--- config.mk ---
export PLATFORM = sky130hd
export DESIGN_NAME = write_response_route_table
export DESIGN_NICKNAME = d
export VERILOG_FILES = /design/src/rtl/write_response_route_table.sv
export SDC_FILE = /design/constraint.sdc
export NUM_CORES = 1
export LEC_CHECK = 0
export ABC_AREA = 1
export CORE_UTILIZATION = 45
export DETAILED_ROUTE_END_ITERATION = 10
export GPL_ROUTABILITY_DRIVEN = 0
export GPL_TIMING_DRIVEN = 0
export HOLD_SLACK_MARGIN = 0.03
export PLACE_DENSITY_LB_ADDON = 0.3
export SLEW_MARGIN = 40
export SYNTH_ARGS = -nofsm -noshare
export SYNTH_HDL_FRONTEND = slang
export SYNTH_SLANG_ARGS = --single-unit
--- constraint.sdc ---
create_clock -name clk -period 4.3 [get_ports clk]
set_input_delay 0.86 -clock clk [delete_from_list [all_inputs] [get_ports clk]]
set_output_delay 0.86 -clock clk [all_outputs]
set_load 0.01 [all_outputs]
--- src/rtl/write_response_route_table.sv ---
`default_nettype none
// ============================================================================
//  Module   : write_response_route_table
//  Brief    : Tracks the source master of accepted AW beats by AWID and
//             routes slave-side B responses back to the owning master.
//             Entries are freed as responses retire. New AW acceptance is
//             gated when no entry or counter headroom is left.
//  Revision : 1.0 - initial release
// ============================================================================
module write_response_route_table #(
   parameter  int ID_W    = 6,
   parameter  int NUM_MST = 3,
   parameter  int DEPTH   = 4,
   parameter  int CNT_W   = 4,
   localparam int MST_W   = (NUM_MST > 1) ? $clog2(NUM_MST) : 1,
   localparam int OUT_W   = CNT_W + $clog2(DEPTH) + 1
) (
   input  logic               clk,
   input  logic               rst_n,
   // AW observation toward the slave
   input  logic [ID_W-1:0]    aw_id,
   input  logic [MST_W-1:0]   aw_src,
   input  logic               aw_valid,
   input  logic               aw_ready,
   output logic               aw_allow,
   // B channel from the slave
   input  logic [ID_W-1:0]    s_bid,
   input  logic [1:0]         s_bresp,
   input  logic               s_bvalid,
   output logic               s_bready,
   // B channel toward the masters
   output logic [ID_W-1:0]    m_bid,
   output logic [1:0]         m_bresp,
   output logic [NUM_MST-1:0] m_bvalid,
   input  logic [NUM_MST-1:0] m_bready,
   // Status
   output logic [OUT_W-1:0]   outstanding,
   output logic               unmatched
);

   localparam int IDX_W = (DEPTH > 1) ? $clog2(DEPTH) : 1;

   // Table state, one slot per tracked ID
   logic             r_vld [DEPTH];
   logic [ID_W-1:0]  r_id  [DEPTH];
   logic [MST_W-1:0] r_src [DEPTH];
   logic [CNT_W-1:0] r_cnt [DEPTH];

   logic [OUT_W-1:0] r_out;
   logic             r_unmatched;

   // Lookup results
   logic             w_aw_hit;
   logic [IDX_W-1:0] w_aw_idx;
   logic             w_b_hit;
   logic [IDX_W-1:0] w_b_idx;
   logic             w_free_any;
   logic [IDX_W-1:0] w_free_idx;

   // Derived control
   logic [MST_W-1:0] w_bsrc;
   logic [CNT_W-1:0] w_aw_cnt;
   logic             w_sel_ready;
   logic             w_aw_rec;
   logic             w_b_ret;
   logic [DEPTH-1:0] w_rec_vec;
   logic [DEPTH-1:0] w_ret_vec;

   // CAM-style lookup of aw_id and s_bid plus lowest-index free slot search;
   // scanning from the top down lets the lowest matching index win.
   always_comb begin
      w_aw_hit   = 1'b0;
      w_aw_idx   = '0;
      w_b_hit    = 1'b0;
      w_b_idx    = '0;
      w_free_any = 1'b0;
      w_free_idx = '0;
      for (int e = DEPTH - 1; e >= 0; e--) begin
         if (r_vld[e] && (r_id[e] == aw_id)) begin
            w_aw_hit = 1'b1;
            w_aw_idx = IDX_W'(e);
         end
         if (r_vld[e] && (r_id[e] == s_bid)) begin
            w_b_hit = 1'b1;
            w_b_idx = IDX_W'(e);
         end
         if (!r_vld[e]) begin
            w_free_any = 1'b1;
            w_free_idx = IDX_W'(e);
         end
      end
   end

   assign w_bsrc   = r_src[w_b_idx];
   assign w_aw_cnt = r_cnt[w_aw_idx];

   // An existing ID may only grow while its counter has headroom; a new ID
   // needs a free slot. Both are judged from pre-edge state only.
   assign aw_allow = w_aw_hit ? (w_aw_cnt != {CNT_W{1'b1}}) : w_free_any;
   assign w_aw_rec = aw_valid & aw_ready & aw_allow;

   // Zero-latency B steering: one-hot valid to the owning master, its ready
   // back to the slave. Unknown IDs are drained so the slave never stalls.
   always_comb begin
      m_bvalid    = '0;
      w_sel_ready = 1'b0;
      for (int m = 0; m < NUM_MST; m++) begin
         if (w_b_hit && (w_bsrc == MST_W'(m))) begin
            m_bvalid[m] = s_bvalid;
            w_sel_ready = m_bready[m];
         end
      end
      s_bready = w_b_hit ? w_sel_ready : s_bvalid;
   end

   assign m_bid   = s_bid;
   assign m_bresp = s_bresp;
   assign w_b_ret = s_bvalid & s_bready & w_b_hit;

   // Per-slot record/retire strobes
   for (genvar e = 0; e < DEPTH; e++) begin : g_entry
      assign w_rec_vec[e] = w_aw_rec &
                            (w_aw_hit ? (w_aw_idx == IDX_W'(e))
                                      : (w_free_idx == IDX_W'(e)));
      assign w_ret_vec[e] = w_b_ret & (w_b_idx == IDX_W'(e));
   end

   // Table update: record bumps or allocates, retire decrements and frees at
   // zero; a record and retire on the same slot cancel out.
   always_ff @(posedge clk or negedge rst_n) begin
      if (!rst_n) begin
         for (int e = 0; e < DEPTH; e++) begin
            r_vld[e] <= 1'b0;
            r_id[e]  <= '0;
            r_src[e] <= '0;
            r_cnt[e] <= '0;
         end
      end else begin
         for (int e = 0; e < DEPTH; e++) begin
            if (w_rec_vec[e] && !w_ret_vec[e]) begin
               if (w_aw_hit) begin
                  r_cnt[e] <= r_cnt[e] + CNT_W'(1);
               end else begin
                  r_vld[e] <= 1'b1;
                  r_id[e]  <= aw_id;
                  r_src[e] <= aw_src;
                  r_cnt[e] <= CNT_W'(1);
               end
            end else if (w_ret_vec[e] && !w_rec_vec[e]) begin
               r_cnt[e] <= r_cnt[e] - CNT_W'(1);
               if (r_cnt[e] == CNT_W'(1)) begin
                  r_vld[e] <= 1'b0;
               end
            end
         end
      end
   end

   // Running total of writes awaiting a response
   always_ff @(posedge clk or negedge rst_n) begin
      if (!rst_n) begin
         r_out <= '0;
      end else begin
         r_out <= r_out + OUT_W'(w_aw_rec) - OUT_W'(w_b_ret);
      end
   end

   // Sticky flag for responses whose BID is not in the table
   always_ff @(posedge clk or negedge rst_n) begin
      if (!rst_n) begin
         r_unmatched <= 1'b0;
      end else if (s_bvalid && !w_b_hit) begin
         r_unmatched <= 1'b1;
      end
   end

   assign outstanding = r_out;
   assign unmatched   = r_unmatched;

endmodule
`default_nettype wire

=== Yosys cells after proc, flatten, opt, wreduce, memory -nomap -nowiden ===
Index checks and enable logic that the tools add are counted.

* Eq/ne operators: 28
* Order comparisons: 2
* Muxes and demuxes: 67
* Reduce and logical (&&, ||, !) cells: 49
* Bitwise operators: 15
* Add/sub/neg operators: 10

{| class="wikitable"
|+ Operators by type and width
! cell !! number
|-
| $mux W4 || 14
|-
| $eq A6 B6 Y1 || 8
|-
| $mux W1 || 37
|-
| $mux W2 || 14
|-
| $logic_and A1 B1 Y1 || 20
|-
| $add A4 B1 Y4 const B || 4
|-
| $eq A4 B1 Y1 const B || 4
|-
| $reduce_bool A2 Y1 || 8
|-
| $sub A4 B1 Y4 const B || 4
|-
| $eq A2 B2 Y1 const B || 7
|-
| $and A1 B1 Y1 || 12
|-
| $reduce_and A3 Y1 || 4
|-
| $logic_not A1 Y1 || 9
|-
| $bmux W4 S2 || 1
|-
| $eq A2 B1 Y1 const B || 4
|-
| $logic_not A2 Y1 || 4
|-
| $ne A2 B2 Y1 const B || 4
|-
| $reduce_and A2 Y1 || 4
|-
| $add A7 B1 Y7 || 1
|-
| $sub A7 B1 Y7 || 1
|-
| $ge A3 B3 Y1 const B || 2
|-
| $not A2 Y3 || 2
|-
| $bmux W2 S2 || 1
|-
| $ne A4 B4 Y1 const B || 1
|-
| $not A1 Y1 || 1
|}

* Word-level logic and storage cells: 189
* Bits of input ports: 24
* Register bits: 60
* Output and inout port bits: 21

=== Depth between registers and ports, before layout ===
Gate-level depths: netlist of the first run.

* Depth after elaboration: 23
* Mapped depth: 29
* Gate-level depth less buffers: 28

=== Worst setup path after synthesis of the first run ===
OpenSTA, ideal clock, no wires.

* Path type: input port to flip-flop
* Start point: in s_bid[2]
* End point: reg r_out[6] (netlist: outstanding[6])
* Arrival time: 3.696 ns
* Required time: 4.174 ns
* Setup slack: 0.479 ns
* Cell stages on the path: 27
* Path through: buf_4 inv_2 nand2_1 a21oi_1 nand2_1 nor2_4 inv_2 nand2_4 nand2_4 nand3_2 nand2_1 nor2_2 nor2_2 nand2_2 nand3_2 nand2_2 nor2_2 ha_1 inv_1 ha_1 inv_1 fa_1 o21ai_0 nand2_1 a21oi_1 nor2_1 xor2_1

* Cells in the longest elaborated chain, start to end: 19

{| class="wikitable"
|+ Ends and longest elaborated chain
! what !! line !! text
|-
| start: declaration || 27 || <nowiki>input logic [ID_W-1:0] s_bid,</nowiki>
|-
| $eq A6 B6 Y1 || 83 || <nowiki>if (r_vld[e] && (r_id[e] == s_bid)) begin</nowiki>
|-
| $logic_and A1 B1 Y1 || 83 ||
|-
| $mux W2 (4 in series) || 83 ||
|-
| $not A2 Y3 (not written as such) || 94 || <nowiki>assign w_bsrc = r_src[w_b_idx];</nowiki>
|-
| $bmux W2 S2 || 94 ||
|-
| $mux W2 (not written as such) (2 in series) || 94 ||
|-
| $logic_not A2 Y1 || 108 || <nowiki>if (w_b_hit && (w_bsrc == MST_W'(m))) begin</nowiki>
|-
| $logic_and A1 B1 Y1 || 108 ||
|-
| $mux W1 (3 in series) || 108 ||
|-
| $mux W1 || 113 || <nowiki>s_bready = w_b_hit ? w_sel_ready : s_bvalid;</nowiki>
|-
| $and A1 B1 Y1 || 118 || <nowiki>assign w_b_ret = s_bvalid & s_bready & w_b_hit;</nowiki>
|-
| $and A1 B1 Y1 (*) || 118 ||
|-
| $sub A7 B1 Y7 (*) || 164 || <nowiki>r_out <= r_out + OUT_W'(w_aw_rec) - OUT_W'(w_b_ret);</nowiki>
|-
| end signal: assignment || 164 ||
|-
| end: declaration || 49 || <nowiki>logic [OUT_W-1:0] r_out;</nowiki>
|}

Mark *: on every way between the ends. The rest lies on a longest branch, timed or not. The select of a mux whose other input is x is not followed.
A chain may end at the register's enable or synchronous reset.

=== Worst setup path in the final report of the first run ===
* Start point: in aw_id[5]
* End point: out aw_allow

* Cells in the longest elaborated chain, start to end: 12

{| class="wikitable"
|+ Ends and longest elaborated chain
! what !! line !! text
|-
| start: declaration || 21 || <nowiki>input logic [ID_W-1:0] aw_id,</nowiki>
|-
| $eq A6 B6 Y1 || 79 || <nowiki>if (r_vld[e] && (r_id[e] == aw_id)) begin</nowiki>
|-
| $logic_and A1 B1 Y1 || 79 ||
|-
| $mux W2 (4 in series) || 79 ||
|-
| $not A2 Y3 (not written as such) || 95 || <nowiki>assign w_aw_cnt = r_cnt[w_aw_idx];</nowiki>
|-
| $bmux W4 S2 || 95 ||
|-
| $mux W4 (not written as such) (2 in series) || 95 ||
|-
| $ne A4 B4 Y1 || 99 || <nowiki>assign aw_allow = w_aw_hit ? (w_aw_cnt != {CNT_W{1'b1}}) : w_free_any;</nowiki>
|-
| $mux W1 (*) || 99 ||
|-
| end: declaration || 25 || <nowiki>output logic aw_allow,</nowiki>
|}

Marks and branches as above.

==> flow_summary.html, run 1 <==
<table>
<tr><th>Metric</th><th>Value</th></tr>
<tr><th colspan="2">Logic synthesis</th></tr>
<tr><td>Share of async-settable or async-resettable flops after synthesis</td><td>1.00</td></tr>
<tr><td>Synth unique cells</td><td>between 40 and 50</td></tr>
<tr><td>FF+latch count, synth</td><td>60</td></tr>
<tr><td>Flip-flop cell with the highest count after synthesis</td><td>sky130_fd_sc_hd__dfrtp_1</td></tr>
<tr><td>Count of flip-flops with a built-in enable after synthesis</td><td>0</td></tr>
<tr><td>Sequential-to-total area share from yosys stat</td><td>0.335</td></tr>
<tr><td>Post-synth net total</td><td>676</td></tr>
<tr><td>Post-synth design cell area</td><td>4480 um2</td></tr>
<tr><td>Mean cell area of the mapped netlist</td><td>~7.1 um2</td></tr>
<tr><td>Synthesized netlist cell count</td><td>628</td></tr>
<tr><td>Number of warnings reported in the yosys synthesis log</td><td>0</td></tr>
<tr><th colspan="2">Drt</th></tr>
<tr><td>TritonRoute pass-1 iters</td><td>5</td></tr>
<tr><td>Detailed-route wire length per cell</td><td>roughly 14 um</td></tr>
<tr><td>Routed vias</td><td>4,244</td></tr>
<tr><td>Total wirelength of the detailed-routed design</td><td>between 10,000 and 15,000 um</td></tr>
<tr><td>Number of nets still failing antenna checks after routing</td><td>0</td></tr>
<tr><td>Count of routing violations after the opening detailed-route iteration</td><td>between 300 and 400</td></tr>
<tr><td>DRC errors left</td><td>0</td></tr>
<tr><td>Avg Vias per Cell</td><td>about 5.2</td></tr>
<tr><th colspan="2">Clock tree</th></tr>
<tr><td>Clock tree sinks</td><td>60</td></tr>
<tr><td>CTS tree</td><td>done</td></tr>
<tr><td>Setup fix buffers added after clock tree synthesis</td><td>0</td></tr>
<tr><td>CTS Hold Buffers Added</td><td>0</td></tr>
<tr><td>Deepest clock path buffer count</td><td>2</td></tr>
<tr><td>Clock transition at the registers of the reported paths</td><td>~0.07 ns</td></tr>
<tr><td>Clock root buffer</td><td>sky130_fd_sc_hd__clkbuf_8</td></tr>
<tr><td>CTS H-tree depth</td><td>3</td></tr>
<tr><td>Clk Latency, worst-skew pair</td><td>between 0.3 and 0.4 ns</td></tr>
<tr><td>Number of buffers added by the clock tree synthesis step</td><td>9</td></tr>
<tr><th colspan="2">Power</th></tr>
<tr><td>Sw Pwr</td><td>~1.3 mW</td></tr>
<tr><td>Flop pwr share</td><td>0.360</td></tr>
<tr><td>Worst ir drop on vdd</td><td>between 0.2 and 0.25 mV</td></tr>
<tr><td>Switch share</td><td>0.437</td></tr>
<tr><td>Internal Pwr Total</td><td>between 1.5 and 2 mW</td></tr>
<tr><td>Lkg Pwr</td><td>about 2.6 nW</td></tr>
<tr><td>Relative contribution of combinational cells to total power</td><td>0.470</td></tr>
<tr><td>Total power after layout</td><td>roughly 3.0 mW</td></tr>
<tr><td>Part of the total power dissipated in the clock network</td><td>0.169</td></tr>
<tr><td>Power per cell area</td><td>about 570 nW/um2</td></tr>
<tr><th colspan="2">Die</th></tr>
<tr><td>Io pins</td><td>45</td></tr>
<tr><td>Starting utilization of the core area</td><td>0.461</td></tr>
<tr><td>Die Y</td><td>about 100 um</td></tr>
<tr><td>Placeable core area</td><td>~9700 um2</td></tr>
<tr><td>Die Area</td><td>between 10,000 and 15,000 um2</td></tr>
<tr><td>DIE WIDTH</td><td>102 um</td></tr>
<tr><td>Site Rows</td><td>36</td></tr>
<tr><th colspan="2">Worst setup path</th></tr>
<tr><td>CP Max Fanout</td><td>7</td></tr>
<tr><td>R2r startpoint</td><td>r_vld[1]</td></tr>
<tr><td>Kind of cell adding the most delay to the critical path</td><td>buffers and inverters</td></tr>
<tr><td>Crit path required time</td><td>3.44 ns</td></tr>
<tr><td>Startpoint type of the worst setup path</td><td>primary input</td></tr>
<tr><td>Count of buffering cells on the critical path with inverters included</td><td>4</td></tr>
<tr><td>Library cell contributing the largest single delay on the critical path</td><td>sky130_fd_sc_hd__clkdlybuf4s50_1</td></tr>
<tr><td>Cell chain of the critical path</td><td>dlygate4sd2_1 &gt; inv_4 &gt; o22ai_1 &gt; nor3_2 &gt; nand3_1 &gt; nand2_1 &gt; nand2_2 &gt; inv_2 &gt; nand2_1 &gt; nand3b_1 &gt; nand2_1 &gt; a21boi_0 &gt; clkdlybuf4s50_1</td></tr>
<tr><td>Critical path arrival</td><td>3.33 ns</td></tr>
<tr><td>Setup CP Type</td><td>in -&gt; out</td></tr>
<tr><td>Stage delay of the slowest cell on the critical path</td><td>between 0.5 and 0.6 ns</td></tr>
<tr><td>Critical path origin</td><td>aw_id[5]</td></tr>
<tr><td>Cell repeated most along the worst path</td><td>sky130_fd_sc_hd__nand2_1</td></tr>
<tr><td>Category of the worst setup path capture point</td><td>output port</td></tr>
<tr><th colspan="2">Timing</th></tr>
<tr><td>Crit share post-route</td><td>0.974</td></tr>
<tr><td>Sum of negative setup slack</td><td>0 ns</td></tr>
<tr><td>Final Worst Setup Slack</td><td>0.113 ns</td></tr>
<tr><td>Unrepaired setup endpoints after global routing</td><td>false</td></tr>
<tr><td>FMAX</td><td>239 MHz</td></tr>
<tr><td>Relative slew margins</td><td>0.727</td></tr>
<tr><td>Final Hold Vio Count</td><td>0</td></tr>
<tr><td>Transition time of the tightest slew-check pin</td><td>around 0.41 ns</td></tr>
<tr><td>Slew Limit Fails</td><td>0</td></tr>
<tr><td>Time the final worst path needs with I/O delays and setup</td><td>4.19 ns</td></tr>
<tr><td>Largest clock skew in the final design</td><td>roughly 0.010 ns</td></tr>
<tr><td>Count of endpoints failing setup in the final report</td><td>0</td></tr>
<tr><th colspan="2">Final layout</th></tr>
<tr><td>Number of nets in the layout</td><td>roughly 720</td></tr>
<tr><td>Area of all placed cells without fillers</td><td>a little over 5000 um2</td></tr>
<tr><td>Share of cells above drive strength 1</td><td>0.121</td></tr>
<tr><td>Footprint of the multi-input gates</td><td>2470 um2</td></tr>
<tr><td>Diodes inserted</td><td>0</td></tr>
<tr><td>Area used by sequential logic in the layout</td><td>~1500 um2</td></tr>
<tr><td>Layout fillers</td><td>between 900 and 1,000</td></tr>
<tr><td>Growth of design area from synthesis to finish</td><td>15.8%</td></tr>
<tr><th colspan="2">Placed design</th></tr>
<tr><td>DP Worst Slack</td><td>-0.593 ns</td></tr>
<tr><td>Placed Instance Area</td><td>about 5000 um2</td></tr>
<tr><td>Total of buffers placed on input and output ports</td><td>34</td></tr>
<tr><td>Post-detail-place hpwl</td><td>between 8000 and 9000 um</td></tr>
<tr><th colspan="2">Global route</th></tr>
<tr><td>Vias in the first global route</td><td>approximately 3,900</td></tr>
<tr><td>GRT Resource Usage Total</td><td>0.234</td></tr>
<tr><td>Initial antenna violation count</td><td>0</td></tr>
<tr><td>Largest net degree at the start of global routing</td><td>40</td></tr>
<tr><td>Total grt overflow</td><td>0</td></tr>
<tr><td>Wire length of the first global-routing pass</td><td>between 15,000 and 20,000 um</td></tr>
<tr><th colspan="2">Run</th></tr>
<tr><td>Max Cap Violations</td><td>0</td></tr>
<tr><th colspan="2">Status</th></tr>
<tr><td>Status</td><td>finished, final reports clean</td></tr>
<tr><th colspan="2">Min path</th></tr>
<tr><td>Class of the tightest hold or removal check</td><td>in -&gt; async</td></tr>
</table>
timing repair:
item | in CTS | in global routing
resized for setup | 7 | 6
gates cloned | 0 | 0
setup endpoints to repair | 7 | 5
cell usage after synthesis, types with 2 or more instances:
library cell	count	area share
sky130_fd_sc_hd__nor2_4	3	0.0075
sky130_fd_sc_hd__or2_2	3	0.0042
sky130_fd_sc_hd__ha_1	23	0.064
sky130_fd_sc_hd__nand3_2	4	0.0089
sky130_fd_sc_hd__xor2_1	14	0.027
sky130_fd_sc_hd__o31ai_1	5	0.0084
sky130_fd_sc_hd__o21ai_1	23	0.026
sky130_fd_sc_hd__nand2_4	3	0.0075
sky130_fd_sc_hd__o211ai_1	4	0.0067
sky130_fd_sc_hd__inv_1	84	0.070
sky130_fd_sc_hd__nor3_1	8	0.0089
sky130_fd_sc_hd__clkbuf_1	3	0.0025
sky130_fd_sc_hd__o21ai_0	35	0.039
sky130_fd_sc_hd__buf_4	15	0.025
sky130_fd_sc_hd__a22oi_1	6	0.010
sky130_fd_sc_hd__dfrtp_1	60	0.33
sky130_fd_sc_hd__nor2_1	49	0.041
sky130_fd_sc_hd__nor4_1	2	0.0028
sky130_fd_sc_hd__inv_2	12	0.010
sky130_fd_sc_hd__o22ai_1	8	0.011
sky130_fd_sc_hd__nand2_2	5	0.0070
sky130_fd_sc_hd__nand3_1	22	0.025
sky130_fd_sc_hd__xnor2_1	7	0.014
sky130_fd_sc_hd__nand3_4	2	0.0078
sky130_fd_sc_hd__buf_2	4	0.0045
sky130_fd_sc_hd__nand2_1	163	0.14
sky130_fd_sc_hd__nand4_1	15	0.021
sky130_fd_sc_hd__a31oi_1	7	0.0098
sky130_fd_sc_hd__a21oi_1	20	0.022
sky130_fd_sc_hd__nor2_2	7	0.0098
area by class of cell:
type                            count  area share
Clock buffer                       11      0.0253
Inverter                           97      0.0711
Timing Repair Buffer               35      0.0668
Clock inverter                      5      0.0101
Buffer                             23      0.0287
Sequential cell                    60       0.289
Multi-Input combinational cell    448       0.477
Tap cell                          133      0.0321
power by group through the flow:
stage	logic, mW	registers (mW)	clock network [mW]
floorplan	1.04	1.02	0
global placement	1.32	1.05	0
detailed placement	1.37	1.06	0
CTS	1.39	1.06	0.506
global route	1.59	1.10	0.531
finish	1.39	1.06	0.500
per-stage QoR:
step	hold WS, ns	utilization	instances
floorplan	0.454	-	628
global placement	0.449	0.513	795
detailed placement	0.455	0.515	796
CTS	0.405	0.534	812
global route	0.410	0.534	812
finish	0.396	0.534	812
worst reg2reg max path, delay by kind of cell, from the launching register on:
family / cells / cell delay [ns]
simple gates: 13 / 1.36
fa+ha+maj: 3 / 0.78
compound gates: 3 / 0.50
flops: 1 / 0.46
buf+inv: 4 / 0.37
xor+xnor: 1 / 0.13
path summary, 6_finish.rpt:
kind	slack, ns	cells past startpoint	endpoint
worst max-delay path	0.11	13	aw_allow
worst min-delay path	0.40	1	outstanding[4]
worst max register to register	0.61	24	outstanding[6]
worst min register to register	0.47	2	unmatched
max in group asynchronous	3.39	2	r_id[15]
min in group clk	0.47	2	unmatched
routing by layer:
layer	track usage	vias up	wire, um
met1	0.319	1969	5270
met5	0	-	0
met2	0.371	137	5140
li1	-	2121	-
met4	0.0791	0	216
met3	0.0479	17	726
cells in the final DEF, fill, tap and decap left out, types with 2 or more instances in the layout:
| master | synthesis | routed |
|---|---|---|
| sky130_fd_sc_hd__a21oi_1 | 20 | 20 |
| sky130_fd_sc_hd__a22oi_1 | 6 | 6 |
| sky130_fd_sc_hd__a31oi_1 | 7 | 7 |
| sky130_fd_sc_hd__buf_2 | 4 | 4 |
| sky130_fd_sc_hd__buf_4 | 15 | 16 |
| sky130_fd_sc_hd__clkbuf_1 | 3 | 5 |
| sky130_fd_sc_hd__clkbuf_2 | 1 | 3 |
| sky130_fd_sc_hd__clkbuf_8 | 0 | 9 |
| sky130_fd_sc_hd__clkdlybuf4s50_1 | 0 | 29 |
| sky130_fd_sc_hd__clkinv_2 | 0 | 3 |
| sky130_fd_sc_hd__dfrtp_1 | 60 | 60 |
| sky130_fd_sc_hd__ha_1 | 23 | 23 |
| sky130_fd_sc_hd__inv_1 | 84 | 84 |
| sky130_fd_sc_hd__inv_2 | 12 | 11 |
| sky130_fd_sc_hd__inv_4 | 1 | 2 |
| sky130_fd_sc_hd__nand2_1 | 163 | 163 |
| sky130_fd_sc_hd__nand2_2 | 5 | 5 |
| sky130_fd_sc_hd__nand2_4 | 3 | 3 |
| sky130_fd_sc_hd__nand3_1 | 22 | 22 |
| sky130_fd_sc_hd__nand3_2 | 4 | 4 |
| sky130_fd_sc_hd__nand3_4 | 2 | 2 |
| sky130_fd_sc_hd__nand4_1 | 15 | 15 |
| sky130_fd_sc_hd__nor2_1 | 49 | 48 |
| sky130_fd_sc_hd__nor2_2 | 7 | 8 |
| sky130_fd_sc_hd__nor2_4 | 3 | 3 |
| sky130_fd_sc_hd__nor3_1 | 8 | 7 |
| sky130_fd_sc_hd__nor4_1 | 2 | 2 |
| sky130_fd_sc_hd__o211ai_1 | 4 | 4 |
| sky130_fd_sc_hd__o21ai_0 | 35 | 34 |
| sky130_fd_sc_hd__o21ai_1 | 23 | 24 |
| sky130_fd_sc_hd__o22ai_1 | 8 | 8 |
| sky130_fd_sc_hd__o31ai_1 | 5 | 5 |
| sky130_fd_sc_hd__or2_2 | 3 | 3 |
| sky130_fd_sc_hd__xnor2_1 | 7 | 7 |
| sky130_fd_sc_hd__xor2_1 | 14 | 14 |
sequential cells by signal, indices dropped and copies added (netlist names):
name and count:
outstanding 7, r_cnt 16, r_id 24, r_src 8, r_vld 4, unmatched 1
cells by family (layout without fill, tap and decap cells):
| kind of cell | Yosys count | in the layout | share of synthesized area |
|---|---|---|---|
| and+or+nand+nor | 289 | 289 | 0.295 |
| adders and majority gates | 24 | 24 | 0.0686 |
| xor gates and xnor gates | 21 | 21 | 0.0410 |
| AOI/OAI and AO/OA | 114 | 114 | 0.145 |
| DFF | 60 | 60 | 0.335 |
| buffers and inverters | 120 | 171 | 0.115 |
Power figures use the tool's default switching activity.
==> run 2, diff against run 1 <==
--- a/config.mk
+++ b/config.mk
@@ -6,7 +6,8 @@
 export NUM_CORES = 1
 export LEC_CHECK = 0
 export ABC_AREA = 1
-export CORE_UTILIZATION = 45
+export ABC_CLOCK_PERIOD_IN_PS = 4300
+export CORE_UTILIZATION = 35
 export DETAILED_ROUTE_END_ITERATION = 10
 export GPL_ROUTABILITY_DRIVEN = 0
 export GPL_TIMING_DRIVEN = 0
==> run 2 against run 1 <==
Fmax increased by 3.8%. Flip-flop and latch count unchanged. Final area up 3.3%. Clock skew shrank 0.0020 ns. Sequential power about the same. Utilization shrank 9.6 points.
==> flow_summary.html, run 2 (synthesis results as in run 1) <==
<table>
<tr><th>Metric</th><th>Value</th></tr>
<tr><th colspan="2">Status</th></tr>
<tr><td>Status</td><td>finished, final reports clean</td></tr>
<tr><th colspan="2">Worst setup path</th></tr>
<tr><td>Stage delay of the slowest cell on the critical path</td><td>0.58 ns (about the same)</td></tr>
<tr><td>Setup CP Type</td><td>in -&gt; out</td></tr>
<tr><td>Crit path required time</td><td>3.44 ns (about the same)</td></tr>
<tr><td>R2R cell count</td><td>24 (unchanged)</td></tr>
<tr><td>CP Max Fanout</td><td>6 (-1)</td></tr>
<tr><td>Capture instance of the worst register-to-register path</td><td>outstanding[6]</td></tr>
<tr><td>Critical path origin</td><td>aw_id[3]</td></tr>
<tr><td>Register-to-register setup slack</td><td>0.64 ns (+0.03 ns)</td></tr>
<tr><td>Cell chain of the critical path</td><td>dlygate4sd2_1 &gt; inv_2 &gt; buf_4 &gt; o22ai_1 &gt; nor3_1 &gt; nand2_1 &gt; nand4_1 &gt; nand2_1 &gt; nand2_1 &gt; nand3_1 &gt; nand2_1 &gt; a21boi_0 &gt; clkdlybuf4s50_1</td></tr>
<tr><td>Startpoint type of the worst setup path</td><td>primary input</td></tr>
<tr><td>Library cell contributing the largest single delay on the critical path</td><td>sky130_fd_sc_hd__clkdlybuf4s50_1</td></tr>
<tr><td>Cell repeated most along the worst path</td><td>sky130_fd_sc_hd__nand2_1</td></tr>
<tr><td>Category of the worst setup path capture point</td><td>output port</td></tr>
<tr><td>R2r startpoint</td><td>r_vld[1]</td></tr>
<tr><td>Critical path arrival</td><td>3.17 ns (-0.16 ns)</td></tr>
<tr><th colspan="2">Final layout</th></tr>
<tr><td>Largest register FFs</td><td>24 (unchanged)</td></tr>
<tr><td>Highest-count cells in the layout ignoring fill and taps</td><td>sky130_fd_sc_hd__nand2_1, sky130_fd_sc_hd__inv_1, sky130_fd_sc_hd__dfrtp_1</td></tr>
<tr><td>Most common cell after layout, fill and taps aside</td><td>sky130_fd_sc_hd__nand2_1</td></tr>
<tr><td>Area of all placed cells without fillers</td><td>5360 um2 (+3.3%)</td></tr>
<tr><td>Growth of design area from synthesis to finish</td><td>19.6%</td></tr>
<tr><td>Layout fillers</td><td>1,235 (+33%)</td></tr>
<tr><td>Number of nets in the layout</td><td>727 (+0.69%)</td></tr>
<tr><td>Most flop-heavy register</td><td>r_id</td></tr>
<tr><td>Diodes inserted</td><td>0 (unchanged)</td></tr>
<tr><td>Share of cells above drive strength 1</td><td>0.127 (+0.00643)</td></tr>
<tr><td>Leading registers by flop count</td><td>r_id: 24 flops, r_cnt: 16 flops, r_src: 8 flops</td></tr>
<tr><th colspan="2">Drt</th></tr>
<tr><td>DRC errors left</td><td>0 (unchanged)</td></tr>
<tr><td>Detailed-route wire length per cell</td><td>13.8 um (-1.6%)</td></tr>
<tr><td>TritonRoute pass-1 iters</td><td>7 (+2)</td></tr>
<tr><td>Total wirelength of the detailed-routed design</td><td>11,700 um (+3.2%)</td></tr>
<tr><td>Avg Vias per Cell</td><td>4.97 (-4.8%)</td></tr>
<tr><td>Count of routing violations after the opening detailed-route iteration</td><td>308 (-18%)</td></tr>
<tr><td>Routed vias</td><td>4,238 (-0.14%)</td></tr>
<tr><td>Number of nets still failing antenna checks after routing</td><td>0 (unchanged)</td></tr>
<tr><th colspan="2">Placed design</th></tr>
<tr><td>Placed Instance Area</td><td>5050 um2 (+0.87%)</td></tr>
<tr><td>Total of buffers placed on input and output ports</td><td>34 (unchanged)</td></tr>
<tr><td>Post-detail-place hpwl</td><td>8880 um (+3.9%)</td></tr>
<tr><th colspan="2">Timing</th></tr>
<tr><td>Slew Limit Fails</td><td>0 (unchanged)</td></tr>
<tr><td>Transition time of the tightest slew-check pin</td><td>0.377 ns (-0.0333 ns)</td></tr>
<tr><td>FMAX</td><td>248 MHz (+3.8%)</td></tr>
<tr><td>Crit share post-route</td><td>0.938 (-0.0355)</td></tr>
<tr><td>Relative slew margins</td><td>0.749 (+0.0219)</td></tr>
<tr><td>Final Hold Vio Count</td><td>0 (unchanged)</td></tr>
<tr><td>Largest clock skew in the final design</td><td>0.00814 ns (-0.00199 ns)</td></tr>
<tr><td>Count of endpoints failing setup in the final report</td><td>0 (unchanged)</td></tr>
<tr><td>Time the final worst path needs with I/O delays and setup</td><td>4.03 ns (-0.153 ns)</td></tr>
<tr><td>Unrepaired setup endpoints after global routing</td><td>false</td></tr>
<tr><th colspan="2">Global route</th></tr>
<tr><td>Met1 routing resource usage after global routing</td><td>0.251 (-0.0684)</td></tr>
<tr><td>Met3 GRT Util</td><td>0.0332 (-0.0147)</td></tr>
<tr><td>Met2 capacity usage during global routing</td><td>0.317 (-0.0533)</td></tr>
<tr><td>Busiest layer in global routing</td><td>met2</td></tr>
<tr><td>Largest net degree at the start of global routing</td><td>38 (-5.0%)</td></tr>
<tr><td>Initial antenna violation count</td><td>0 (unchanged)</td></tr>
<tr><td>Wire length of the first global-routing pass</td><td>19,700 um (+4.9%)</td></tr>
<tr><td>Total grt overflow</td><td>0 (unchanged)</td></tr>
<tr><td>Vias in the first global route</td><td>4,116 (+5.3%)</td></tr>
<tr><td>GRT Resource Usage Total</td><td>0.191 (-0.0425)</td></tr>
<tr><th colspan="2">Power</th></tr>
<tr><td>Total power after layout</td><td>3.15 mW (+6.7%)</td></tr>
<tr><td>Power per cell area</td><td>587 nW/um2 (+3.3%)</td></tr>
<tr><td>Worst ir drop on vdd</td><td>0.235 mV (+13%)</td></tr>
<tr><td>Lkg Pwr</td><td>2.64 nW (+2.7%)</td></tr>
<tr><th colspan="2">Clock tree</th></tr>
<tr><td>Deepest clock path buffer count</td><td>2 (unchanged)</td></tr>
<tr><td>Clock root buffer</td><td>sky130_fd_sc_hd__clkbuf_16</td></tr>
<tr><td>Clk Latency, worst-skew pair</td><td>0.33 ns (-0.02 ns)</td></tr>
<tr><td>Clock tree sinks</td><td>60 (unchanged)</td></tr>
<tr><td>CTS H-tree depth</td><td>3 (unchanged)</td></tr>
<tr><td>Number of buffers added by the clock tree synthesis step</td><td>9 (unchanged)</td></tr>
<tr><td>CTS tree</td><td>done</td></tr>
<tr><td>CTS Hold Buffers Added</td><td>0 (unchanged)</td></tr>
<tr><td>Clock transition at the registers of the reported paths</td><td>0.06 ns (about the same)</td></tr>
<tr><th colspan="2">Run</th></tr>
<tr><td>Max Cap Violations</td><td>0 (unchanged)</td></tr>
<tr><th colspan="2">Die</th></tr>
<tr><td>Starting utilization of the core area</td><td>0.366 (-0.0952)</td></tr>
<tr><td>Io pins</td><td>45 (unchanged)</td></tr>
<tr><td>Site Rows</td><td>40 (+11%)</td></tr>
<tr><td>DIE WIDTH</td><td>115 um (+13%)</td></tr>
<tr><td>Die Y</td><td>115 um (+13%)</td></tr>
<tr><td>Die Area</td><td>13,300 um2 (+28%)</td></tr>
<tr><td>Placeable core area</td><td>12,300 um2 (+26%)</td></tr>
<tr><th colspan="2">Min path</th></tr>
<tr><td>Class of the tightest hold or removal check</td><td>in -&gt; async</td></tr>
</table>
run 2: critical path, delay by kind of cell:
family	cells	cell delay, ns
buffers and inverters	4	1.26
and+or+nand+nor	7	0.72
AOI/OAI and AO/OA	2	0.35
run 2: layer usage:
metal,part of all wire,up-vias
li1,-,2119
met1,0.47,1972
met2,0.46,135
met3,0.057,12
met4,0.013,0
met5,0,-
run 2: power by group:
group	internal (mW)	total, mW	leakage, nW	switching, mW
clock	0.437	0.692	0.140	0.255
combinational	0.593	1.39	1.81	0.797
sequential	0.809	1.07	0.692	0.258
total	1.84	3.15	2.64	1.31
run 2: worst max path at each step:
stage | end | slack (ns) | cells after the start
after global routing | outstanding[6] | 0.01 | 23
after CTS | s_bready | 0.05 | 18
after floorplan | outstanding[6] | 0.48 | 27
after global placement | outstanding[6] | -0.55 | 26
after detailed placement | outstanding[6] | -0.66 | 27
final | aw_allow | 0.27 | 13
run 2: final cells by class:
type                       instances  area [um2]  share of cell area
timing repair buffer              40         379              0.0707
buffer                            23         149              0.0278
tap                              168         210              0.0392
clock buffer                      15         278              0.0518
multi-input combinational        448        2470               0.461
sequential                        60        1500               0.280
clock inverter                     1        5.00            0.000933
inverter                          97         367              0.0683
run 2: timing repair:
item | in CTS | in global routing
cloned | 0 | 0
buffers inserted | 5 | 0
endpoints found under the setup margin | 7 | 7
resized for setup | 6 | 7
run 2: per-stage QoR:
stage | std cells | utilization | setup TNS [ns] | hold slack [ns] | setup WS, ns
2_1_floorplan | 628 | - | 0 | 0.454 | 0.479
3_3_place_gp | 830 | 0.411 | -1.54 | 0.449 | -0.554
3_5_place_dp | 831 | 0.412 | -2.18 | 0.448 | -0.661
4_1_cts | 852 | 0.438 | 0 | 0.441 | 0.0507
5_1_grt | 852 | 0.437 | 0 | 0.448 | 0.0117
6_report | 852 | 0.437 | 0 | 0.433 | 0.265
==> run 3, diff against run 2 <==
--- a/config.mk
+++ b/config.mk
@@ -12,7 +12,7 @@
 export GPL_ROUTABILITY_DRIVEN = 0
 export GPL_TIMING_DRIVEN = 0
 export HOLD_SLACK_MARGIN = 0.03
-export PLACE_DENSITY_LB_ADDON = 0.3
+export PLACE_DENSITY_LB_ADDON = 0.05
 export SLEW_MARGIN = 40
 export SYNTH_ARGS = -nofsm -noshare
 export SYNTH_HDL_FRONTEND = slang
==> run 3 against run 2 <==
Register-to-register slack improved by 0.03 ns. Global-route usage up 1.5 points. Sequential power hardly changed. Final cell count down 0.70%. Flip-flop and latch count unchanged. Via count is 2.0% lower. Utilization is essentially flat. Clock skew up 0.0039 ns. Sequential share of layout area hardly changed. Largest cell class unchanged. Largest power group unchanged. Highest routed layer unchanged.
==> flow_summary.html, run 3 (synthesis results as in run 1) <==
<table>
<tr><th>Metric</th><th>Value</th></tr>
<tr><th colspan="2">Worst setup path</th></tr>
<tr><td>Capture instance of the worst register-to-register path</td><td>outstanding[6]</td></tr>
<tr><td>Register-to-register setup slack</td><td>0.67 ns (+0.03 ns)</td></tr>
<tr><td>Crit path required time</td><td>3.44 ns (about the same)</td></tr>
<tr><td>R2R cell count</td><td>24 (unchanged)</td></tr>
<tr><td>CP Max Fanout</td><td>9 (+3)</td></tr>
<tr><td>R2r startpoint</td><td>r_vld[1]</td></tr>
<tr><td>Category of the worst setup path capture point</td><td>output port</td></tr>
<tr><td>Setup CP Type</td><td>in -&gt; out</td></tr>
<tr><td>Startpoint type of the worst setup path</td><td>primary input</td></tr>
<tr><td>Critical path arrival</td><td>3.14 ns (-0.03 ns)</td></tr>
<tr><th colspan="2">Power</th></tr>
<tr><td>Internal Pwr Total</td><td>1.89 mW (+2.8%)</td></tr>
<tr><td>Lkg Pwr</td><td>2.62 nW (-0.65%)</td></tr>
<tr><td>Power per cell area</td><td>597 nW/um2 (+1.8%)</td></tr>
<tr><td>Worst ir drop on vdd</td><td>0.214 mV (-9.1%)</td></tr>
<tr><td>Total power after layout</td><td>3.20 mW (+1.7%)</td></tr>
<tr><td>Switch share</td><td>0.410 (-0.00615)</td></tr>
<tr><td>Flop pwr share</td><td>0.332 (-0.007)</td></tr>
<tr><td>Relative contribution of combinational cells to total power</td><td>0.432 (-0.010)</td></tr>
<tr><td>Sw Pwr</td><td>1.31 mW (+0.18%)</td></tr>
<tr><td>Part of the total power dissipated in the clock network</td><td>0.236 (+0.016)</td></tr>
<tr><th colspan="2">Global route</th></tr>
<tr><td>GRT Resource Usage Total</td><td>0.206 (+0.0149)</td></tr>
<tr><td>Vias in the first global route</td><td>3,966 (-3.6%)</td></tr>
<tr><td>Largest net degree at the start of global routing</td><td>40 (+5.3%)</td></tr>
<tr><td>Total grt overflow</td><td>0 (unchanged)</td></tr>
<tr><td>Initial antenna violation count</td><td>0 (unchanged)</td></tr>
<tr><td>Wire length of the first global-routing pass</td><td>20,400 um (+3.5%)</td></tr>
<tr><th colspan="2">Status</th></tr>
<tr><td>Status</td><td>finished, final reports clean</td></tr>
<tr><th colspan="2">Clock tree</th></tr>
<tr><td>Clock tree sinks</td><td>60 (unchanged)</td></tr>
<tr><td>Clock root buffer</td><td>sky130_fd_sc_hd__clkbuf_16</td></tr>
<tr><td>CTS tree</td><td>done</td></tr>
<tr><td>Clk Latency, worst-skew pair</td><td>0.35 ns (+0.02 ns)</td></tr>
<tr><td>Number of buffers added by the clock tree synthesis step</td><td>9 (unchanged)</td></tr>
<tr><td>CTS H-tree depth</td><td>3 (unchanged)</td></tr>
<tr><td>Deepest clock path buffer count</td><td>2 (unchanged)</td></tr>
<tr><td>Setup fix buffers added after clock tree synthesis</td><td>0 (-5)</td></tr>
<tr><td>Clock transition at the registers of the reported paths</td><td>0.06 ns (about the same)</td></tr>
<tr><td>CTS Hold Buffers Added</td><td>0 (unchanged)</td></tr>
<tr><th colspan="2">Drt</th></tr>
<tr><td>Count of routing violations after the opening detailed-route iteration</td><td>255 (-17%)</td></tr>
<tr><td>DRC errors left</td><td>0 (unchanged)</td></tr>
<tr><td>TritonRoute pass-1 iters</td><td>7 (unchanged)</td></tr>
<tr><td>Routed vias</td><td>4,153 (-2.0%)</td></tr>
<tr><td>Avg Vias per Cell</td><td>4.91 (-1.3%)</td></tr>
<tr><td>Detailed-route wire length per cell</td><td>14.6 um (+5.9%)</td></tr>
<tr><td>Total wirelength of the detailed-routed design</td><td>12,300 um (+5.2%)</td></tr>
<tr><td>Number of nets still failing antenna checks after routing</td><td>0 (unchanged)</td></tr>
<tr><th colspan="2">Timing</th></tr>
<tr><td>Crit share post-route</td><td>0.930 (-0.00788)</td></tr>
<tr><td>Sum of negative setup slack</td><td>0 ns (unchanged)</td></tr>
<tr><td>Transition time of the tightest slew-check pin</td><td>0.398 ns (+0.0214 ns)</td></tr>
<tr><td>Largest clock skew in the final design</td><td>0.0120 ns (+0.00389 ns)</td></tr>
<tr><td>FMAX</td><td>250 MHz (+0.85%)</td></tr>
<tr><td>Relative slew margins</td><td>0.734 (-0.0143)</td></tr>
<tr><td>Time the final worst path needs with I/O delays and setup</td><td>4.00 ns (-0.0339 ns)</td></tr>
<tr><td>Slew Limit Fails</td><td>0 (unchanged)</td></tr>
<tr><td>Final Hold Vio Count</td><td>0 (unchanged)</td></tr>
<tr><td>Unrepaired setup endpoints after global routing</td><td>false</td></tr>
<tr><td>Count of endpoints failing setup in the final report</td><td>0 (unchanged)</td></tr>
<tr><th colspan="2">Final layout</th></tr>
<tr><td>Growth of design area from synthesis to finish</td><td>19.5% (about the same)</td></tr>
<tr><td>Most flop-heavy register</td><td>r_id</td></tr>
<tr><td>Most common cell after layout, fill and taps aside</td><td>sky130_fd_sc_hd__nand2_1</td></tr>
<tr><td>Footprint of the multi-input gates</td><td>2470 um2 (-0.10%)</td></tr>
<tr><td>Share of cells above drive strength 1</td><td>0.122 (-0.00477)</td></tr>
<tr><td>Non-filler instance count after layout</td><td>846 (-0.70%)</td></tr>
<tr><td>Leading registers by flop count</td><td>r_id: 24 flops, r_cnt: 16 flops, r_src: 8 flops</td></tr>
<tr><td>Largest register FFs</td><td>24 (unchanged)</td></tr>
<tr><td>Utilization after layout</td><td>0.437 (about the same)</td></tr>
<tr><td>Diodes inserted</td><td>0 (unchanged)</td></tr>
<tr><td>Number of nets in the layout</td><td>722 (-0.69%)</td></tr>
<tr><td>Area used by sequential logic in the layout</td><td>1500 um2 (unchanged)</td></tr>
<tr><td>Layout fillers</td><td>1,291 (+4.5%)</td></tr>
<tr><td>Highest-count cells in the layout ignoring fill and taps</td><td>sky130_fd_sc_hd__nand2_1, sky130_fd_sc_hd__inv_1, sky130_fd_sc_hd__dfrtp_1</td></tr>
<tr><th colspan="2">Die</th></tr>
<tr><td>Starting utilization of the core area</td><td>0.366 (unchanged)</td></tr>
<tr><td>Die Area</td><td>13,300 um2 (unchanged)</td></tr>
<tr><td>Die Y</td><td>115 um (unchanged)</td></tr>
<tr><td>DIE WIDTH</td><td>115 um (unchanged)</td></tr>
<tr><td>Site Rows</td><td>40 (unchanged)</td></tr>
<tr><td>Io pins</td><td>45 (unchanged)</td></tr>
<tr><td>Placeable core area</td><td>12,300 um2 (unchanged)</td></tr>
<tr><th colspan="2">Placed design</th></tr>
<tr><td>Total of buffers placed on input and output ports</td><td>34 (unchanged)</td></tr>
<tr><td>Post-detail-place hpwl</td><td>9450 um (+6.3%)</td></tr>
<tr><td>DP Cell Count</td><td>831 (unchanged)</td></tr>
<tr><th colspan="2">Min path</th></tr>
<tr><td>Class of the tightest hold or removal check</td><td>in -&gt; async</td></tr>
<tr><th colspan="2">Run</th></tr>
<tr><td>Max Cap Violations</td><td>0 (unchanged)</td></tr>
</table>
## run 3: changes by cell type in the layout (fill, tap and decap cells not counted), sizes merged
cell / delta
clkinv: -1
dlygate4sd2: -1
clkdlybuf4s15: +1
bufinv: +1
clkbuf: -3
buf: -5
clkinvlp: +2
## run 3: per-layer routing
layer  part of all wire  global-route usage  wire, um  up-vias
met1               0.49               0.280      6020     1912
met3              0.059              0.0474       730       21
met2               0.43               0.320      5330      101
li1                   -                   -         -     2119
met5                  0                   0         0        -
met4              0.020              0.0753       246        0
## run 3: timing repair
item	CTS	global route
gates resized for setup	7	8
setup endpoints to repair	6	4
pin swaps	0	0
## run 3: critical path, stage by stage
cell and delay, ns:
sky130_fd_sc_hd__clkdlybuf4s15_1 0.33, sky130_fd_sc_hd__inv_4 0.20, sky130_fd_sc_hd__o22ai_1 0.09, sky130_fd_sc_hd__a21oi_1 0.11, sky130_fd_sc_hd__nand2_1 0.06, sky130_fd_sc_hd__nor2_1 0.27, sky130_fd_sc_hd__nor2_4 0.09, sky130_fd_sc_hd__nand3_4 0.14
sky130_fd_sc_hd__inv_4 0.10, sky130_fd_sc_hd__nand2_1 0.10, sky130_fd_sc_hd__a21boi_0 0.20, sky130_fd_sc_hd__clkdlybuf4s50_1 0.57
## run 3: how the worst max path moves through the flow
stage / slack, ns / startpoint / to
after floorplan: 0.48 / s_bid[2] / outstanding[6]
after global placement: -0.58 / s_bid[5] / outstanding[6]
after detailed placement: -0.58 / s_bid[5] / outstanding[6]
after CTS: 0.04 / s_bid[5] / outstanding[6]
after global routing: 0.02 / s_bid[5] / outstanding[6]
final: 0.30 / aw_id[3] / aw_allow
## run 3: through the flow
step	hold slack, ns	setup WS, ns	area [um2]
after floorplan	0.454	0.479	4480
after global placement	0.470	-0.577	5030
after detailed placement	0.465	-0.583	5050
after CTS	0.406	0.0389	5370
after global routing	0.423	0.0163	5360
final	0.402	0.299	5360
## run 3: power by group through the flow
stage	combinational (mW)	clock (mW)	sequential, mW
floorplan	1.04	0	1.02
global placement	1.36	0	1.06
detailed placement	1.38	0	1.07
CTS	1.39	0.782	1.06
global route	1.60	0.802	1.10
finish	1.38	0.756	1.06
## run 3: layout make-up
cell class,count,area share
Tap cell,168,0.0392
Sequential cell,60,0.280
Clock buffer,12,0.0497
Buffer,23,0.0278
Multi-Input combinational cell,448,0.461
Timing Repair Buffer,35,0.0640
Clock inverter,3,0.00841
Inverter,97,0.0693
